--- src/rtl/retire_trace_buffer.sv ---
// retire_trace_buffer: captures retired instruction records into a
// sequence-tagged FIFO and drains them over a valid/ready trace stream.
module retire_trace_buffer #(
  parameter int XLEN  = 32,
  parameter int DEPTH = 16,
  parameter int SEQ_W = 32
) (
  input  logic                     clk_i,
  input  logic                     rstn_i,
  input  logic                     retire_valid_i,
  input  logic [XLEN-1:0]          instr_i,
  input  logic [XLEN-1:0]          pc_i,
  input  logic [4:0]               reg_addr_i,
  input  logic [XLEN-1:0]          reg_data_i,
  input  logic [XLEN-1:0]          mem_addr_i,
  input  logic [XLEN-1:0]          mem_data_i,
  input  logic                     mem_wrt_i,
  input  logic                     clear_i,
  output logic                     trc_valid_o,
  input  logic                     trc_ready_i,
  output logic [SEQ_W-1:0]         trc_seq_o,
  output logic [XLEN-1:0]          trc_pc_o,
  output logic [XLEN-1:0]          trc_instr_o,
  output logic [4:0]               trc_rd_o,
  output logic [XLEN-1:0]          trc_rd_data_o,
  output logic [XLEN-1:0]          trc_mem_addr_o,
  output logic [XLEN-1:0]          trc_mem_data_o,
  output logic                     trc_mem_wrt_o,
  output logic [$clog2(DEPTH):0]   count_o,
  output logic                     overflow_o,
  output logic [SEQ_W-1:0]         drop_cnt_o
);

  localparam int AW = $clog2(DEPTH);
  localparam int CW = AW + 1;
  localparam logic [CW-1:0] FULL_CNT = CW'(DEPTH);

  typedef struct packed {
    logic [SEQ_W-1:0] seq;
    logic [XLEN-1:0]  pc;
    logic [XLEN-1:0]  instr;
    logic [4:0]       rd;
    logic [XLEN-1:0]  rd_data;
    logic [XLEN-1:0]  mem_addr;
    logic [XLEN-1:0]  mem_data;
    logic             mem_wrt;
  } rec_t;

  rec_t             r_mem [DEPTH];
  logic [AW-1:0]    r_wr_ptr;
  logic [AW-1:0]    r_rd_ptr;
  logic [CW-1:0]    r_count;
  logic [SEQ_W-1:0] r_seq;
  logic [SEQ_W-1:0] r_drop;
  logic             r_ovf;

  logic w_cap;
  logic w_full;
  logic w_pop;
  logic w_push;
  logic w_drop;
  rec_t w_rec;
  rec_t w_head;

  assign w_cap  = retire_valid_i && (instr_i != '0);
  assign w_full = (r_count == FULL_CNT);
  assign w_pop  = (r_count != '0) && trc_ready_i;
  // A full FIFO still accepts when the head leaves on the same edge
  assign w_push = w_cap && (!w_full || w_pop);
  assign w_drop = w_cap && w_full && !w_pop;

  always_comb begin
    w_rec          = '0;
    w_rec.seq      = r_seq;
    w_rec.pc       = pc_i;
    w_rec.instr    = instr_i;
    w_rec.rd       = reg_addr_i;
    w_rec.mem_wrt  = mem_wrt_i;
    if (reg_addr_i != '0) begin
      w_rec.rd_data = reg_data_i;
    end
    if (mem_wrt_i) begin
      w_rec.mem_addr = mem_addr_i;
      w_rec.mem_data = mem_data_i;
    end
  end

  always_ff @(posedge clk_i) begin
    if (w_push && !clear_i) begin
      r_mem[r_wr_ptr] <= w_rec;
    end
  end

  always_ff @(posedge clk_i or negedge rstn_i) begin
    if (!rstn_i) begin
      r_wr_ptr <= '0;
      r_rd_ptr <= '0;
      r_count  <= '0;
      r_seq    <= '0;
      r_drop   <= '0;
      r_ovf    <= 1'b0;
    end else if (clear_i) begin
      r_wr_ptr <= '0;
      r_rd_ptr <= '0;
      r_count  <= '0;
      r_seq    <= '0;
      r_drop   <= '0;
      r_ovf    <= 1'b0;
    end else begin
      if (w_cap) begin
        r_seq <= r_seq + SEQ_W'(1);
      end
      if (w_push) begin
        r_wr_ptr <= r_wr_ptr + AW'(1);
      end
      if (w_pop) begin
        r_rd_ptr <= r_rd_ptr + AW'(1);
      end
      if (w_push && !w_pop) begin
        r_count <= r_count + CW'(1);
      end else if (w_pop && !w_push) begin
        r_count <= r_count - CW'(1);
      end
      if (w_drop) begin
        r_ovf <= 1'b1;
        if (r_drop != '1) begin
          r_drop <= r_drop + SEQ_W'(1);
        end
      end
    end
  end

  // Stale array contents are masked so an empty buffer presents zeros
  always_comb begin
    w_head = '0;
    if (r_count != '0) begin
      w_head = r_mem[r_rd_ptr];
    end
  end

  assign trc_valid_o    = (r_count != '0);
  assign trc_seq_o      = w_head.seq;
  assign trc_pc_o       = w_head.pc;
  assign trc_instr_o    = w_head.instr;
  assign trc_rd_o       = w_head.rd;
  assign trc_rd_data_o  = w_head.rd_data;
  assign trc_mem_addr_o = w_head.mem_addr;
  assign trc_mem_data_o = w_head.mem_data;
  assign trc_mem_wrt_o  = w_head.mem_wrt;
  assign count_o        = r_count;
  assign overflow_o     = r_ovf;
  assign drop_cnt_o     = r_drop;

endmodule

--- config.mk ---
export PLATFORM = sky130hd
export DESIGN_NAME = retire_trace_buffer
export DESIGN_NICKNAME = d
export VERILOG_FILES = /design/src/rtl/retire_trace_buffer.sv
export SDC_FILE = /design/constraint.sdc
export NUM_CORES = 2
export LEC_CHECK = 0
export CAP_MARGIN = 10
export CORE_MARGIN = 2
export CORE_UTILIZATION = 45
export DETAILED_ROUTE_END_ITERATION = 7
export HOLD_SLACK_MARGIN = 0.12
export PLACE_DENSITY_LB_ADDON = 0.25
export SYNTH_ARGS = -nofsm -noshare
export SYNTH_HDL_FRONTEND = slang
export SYNTH_SLANG_ARGS = --single-unit
export TNS_END_PERCENT = 1
--- constraint.sdc ---
create_clock -name clk_i -period 14.5 [get_ports clk_i]
set_input_delay 1.45 -clock clk_i [delete_from_list [all_inputs] [get_ports clk_i]]
set_output_delay 1.45 -clock clk_i [all_outputs]
set_load 0.05 [all_outputs]
==> flow_metrics.py <==
metrics = {
    "cts": {
        "cts_tree": "done",
        "cts_buffers": 342,
        "cts_sinks": 3246,
        "root_buffer": "clkbuf_16",
        "htree_num_levels": 5,
        "clkTransAtPathRegs_ps": 60,
        "post_cts_resized": 0,
        "clockBufferDepth": 4,
        "post_cts_buffers": 0,
        "postCtsHoldBufs": 0,
        "clk_latency_ps": 920,
    },
    "timing": {
        "slew_violations": 105,
        "setup_tns_ps": 0,
        "setup-violations-final": 0,
        "final_critical_path_setup_slack_ps": 6880,
        "min_period_ps": 7620,
        "clock.fmax_mhz": 131,
        "fin_crit_sh": 0.526,
        "hold_viol": 0,
        "tightest_slew_ps": 1630,
        "relSlewSlack": -0.0871,
        "rsz0062_at_grt": "false",
        "skew_ps": 29.4,
    },
    "logic_synthesis": {
        "avgSynthCellArea_um2": 24.1,
        "ys_seq_area_frac": 0.779,
        "synth_area_um2": 125000,
        "synth-edff-count": 3168,
        "synth_cells": 5177,
        "async_flop_share": 0.0240,
        "synth_ff_type": "edfxtp_1",
        "ys_types": 41,
        "synth-seq-cells": 3246,
        "synthesis.nets": 5360,
        "yosys_warnings": 0,
    },
    "die": {
        "die_w_um": 530,
        "initial_core_util": 0.452,
        "die_h_um": 530,
        "row_count": 193,
        "core-area_um2": 276000,
        "die_area_um2": 281000,
        "ios": 408,
    },
    "grt": {
        "grt_max_degree": 152,
        "grt_usage": 0.212,
        "grt_pass1_vias": 59500,
        "grt_antenna_before_repair": 32,
        "overflow": 0,
        "grt_pass1_wl_mm": 428,
    },
    "final_layout": {
        "area_growth_pct": 15.9,
        "n_fill_cell": 21100,
        "finalNetCount": 5948,
        "utilization": 0.523,
        "drive_above_1_share": 0.266,
        "layout_commonest_cell": "edfxtp_1",
        "final_cell_mix": "edfxtp_1 (3168), mux4_2 (990), clkdlybuf4s50_1 (404)",
    },
    "placement": {
        "dp_slack_ps": 7470,
        "hpwl_mm": 151,
        "routabilityCongestion": 0.740,
        "portBuffers": 407,
    },
    "power_and_ir_drop": {
        "power.leakage_nw": 44.3,
        "ir_drop_uv": 173,
        "cellPowerDensity_nw_per_um2": 175,
        "power_mw": 25.3,
    },
    "route": {
        "vias_per_cell": 5.84,
        "vias": 56900,
        "wl_per_cell_um": 30.6,
        "drc_errors": 0,
        "drtIter0Drc": 6144,
        "drt_wl_total_mm": 299,
        "drtPass1Iterations": 7,
        "ant_nets": 0,
    },
    "critical_path": {
        "cp_max_fo": 47,
        "cp.arrival_ps": 6170,
        "crit_path_end_kind": "output port",
        "reg2reg_slack_ps": 9800,
        "crit_type": "reg -> out",
        "start_kind": "register",
        "cp.required_ps": 13050,
    },
    "run_status": {
        "failed_checks": "max-slew violations",
        "run_status": "complete, but fails checks",
    },
    "hold_path": {
        "hp-class": "in -> async",
    },
    "run": {
        "drv_cap": 0,
    },
}
power by group:
group          internal, mW  switching (mW)
combinational          2.63            3.64
sequential             10.4          0.0711
clock                  5.00            3.59
total                  18.0            7.29
cell families (layout without fill, tap and decap cells):
group	count (synthesis)	after routing	share of synthesized area
flip-flops	3246	3246	0.779
multiplexers	997	997	0.180
AND/OR/NAND/NOR	555	555	0.0254
buffers and inverters	276	1131	0.00909
XOR/XNOR	62	62	0.00436
AO/OA/AOI/OAI	29	29	0.00139
adder cells (fa/ha/maj)	12	12	0.00126
other	0	11	0
critical path, stage by stage, from the launching register on:
cell	delay, ps
dfrtp_4	750
buf_4	810
buf_4	850
buf_4	680
mux4_2	600
mux4_2	530
and2_1	210
clkdlybuf4s50_1	720
Yosys cell counts, types with 25 or more instances:
library cell / number / share of area
edfxtp_1: 3168 / 0.76
mux4_2: 990 / 0.18
and2_1: 263 / 0.013
clkbuf_1: 173 / 0.0052
nor2_1: 96 / 0.0029
dfrtp_1: 78 / 0.016
buf_2: 71 / 0.0029
xor2_1: 43 / 0.0030
nor2b_1: 36 / 0.0018
nand3_1: 32 / 0.0013
nand4_1: 31 / 0.0016
nand2_1: 26 / 0.00078
buf_1: 25 / 0.00075
sequential cells by signal, summed over array words and instances (netlist names):
| name | count |
|---|---|
| r_mem | 3168 |
| drop_cnt_o | 32 |
| count_o | 5 |
| r_seq | 32 |
| r_rd_ptr | 4 |
| r_wr_ptr | 4 |
| overflow_o | 1 |
final timing paths:
kind | startpoint | endpoint | cells after the start
min in group clk_i | overflow_o | overflow_o | 2
setup / recovery | r_rd_ptr[0] | trc_pc_o[26] | 7
hold reg to reg | overflow_o | overflow_o | 2
max in group asynchronous | rstn_i | r_rd_ptr[1] | 2
hold / removal | rstn_i | r_seq[9] | 1
setup reg to reg | count_o[0] | r_mem[4][137] | 9
metal layers:
layer  track usage  wire length [µm]  vias up
li1              -                 -    23300
met1         0.312            129000    31200
met2         0.330            142000     2048
met3        0.0415             22000      360
met4        0.0454              5130        8
met5             0                38        -
stage by stage:
stage	cells	area [µm²]	hold WS, ps
after global placement	9125	133000	499
after CTS	9736	144000	412
after detailed placement	9125	133000	507
after floorplan	5177	125000	552
final	9748	144000	470
after global routing	9745	144000	462
final cells by class:
| class | instances | area [µm²] | share of cell area |
|---|---|---|---|
| flip-flops and latches | 3246 | 97100 | 0.672 |
| multi-input cells | 1655 | 26500 | 0.184 |
| clock buffers | 424 | 9050 | 0.0627 |
| repair buffers | 514 | 5100 | 0.0353 |
| well taps | 3705 | 4640 | 0.0321 |
| clock inverters | 187 | 1990 | 0.0138 |
| diodes | 11 | 27.5 | 0.000191 |
| inverters | 6 | 22.5 | 0.000156 |
No activity file was read; power rests on OpenSTA's default activity.
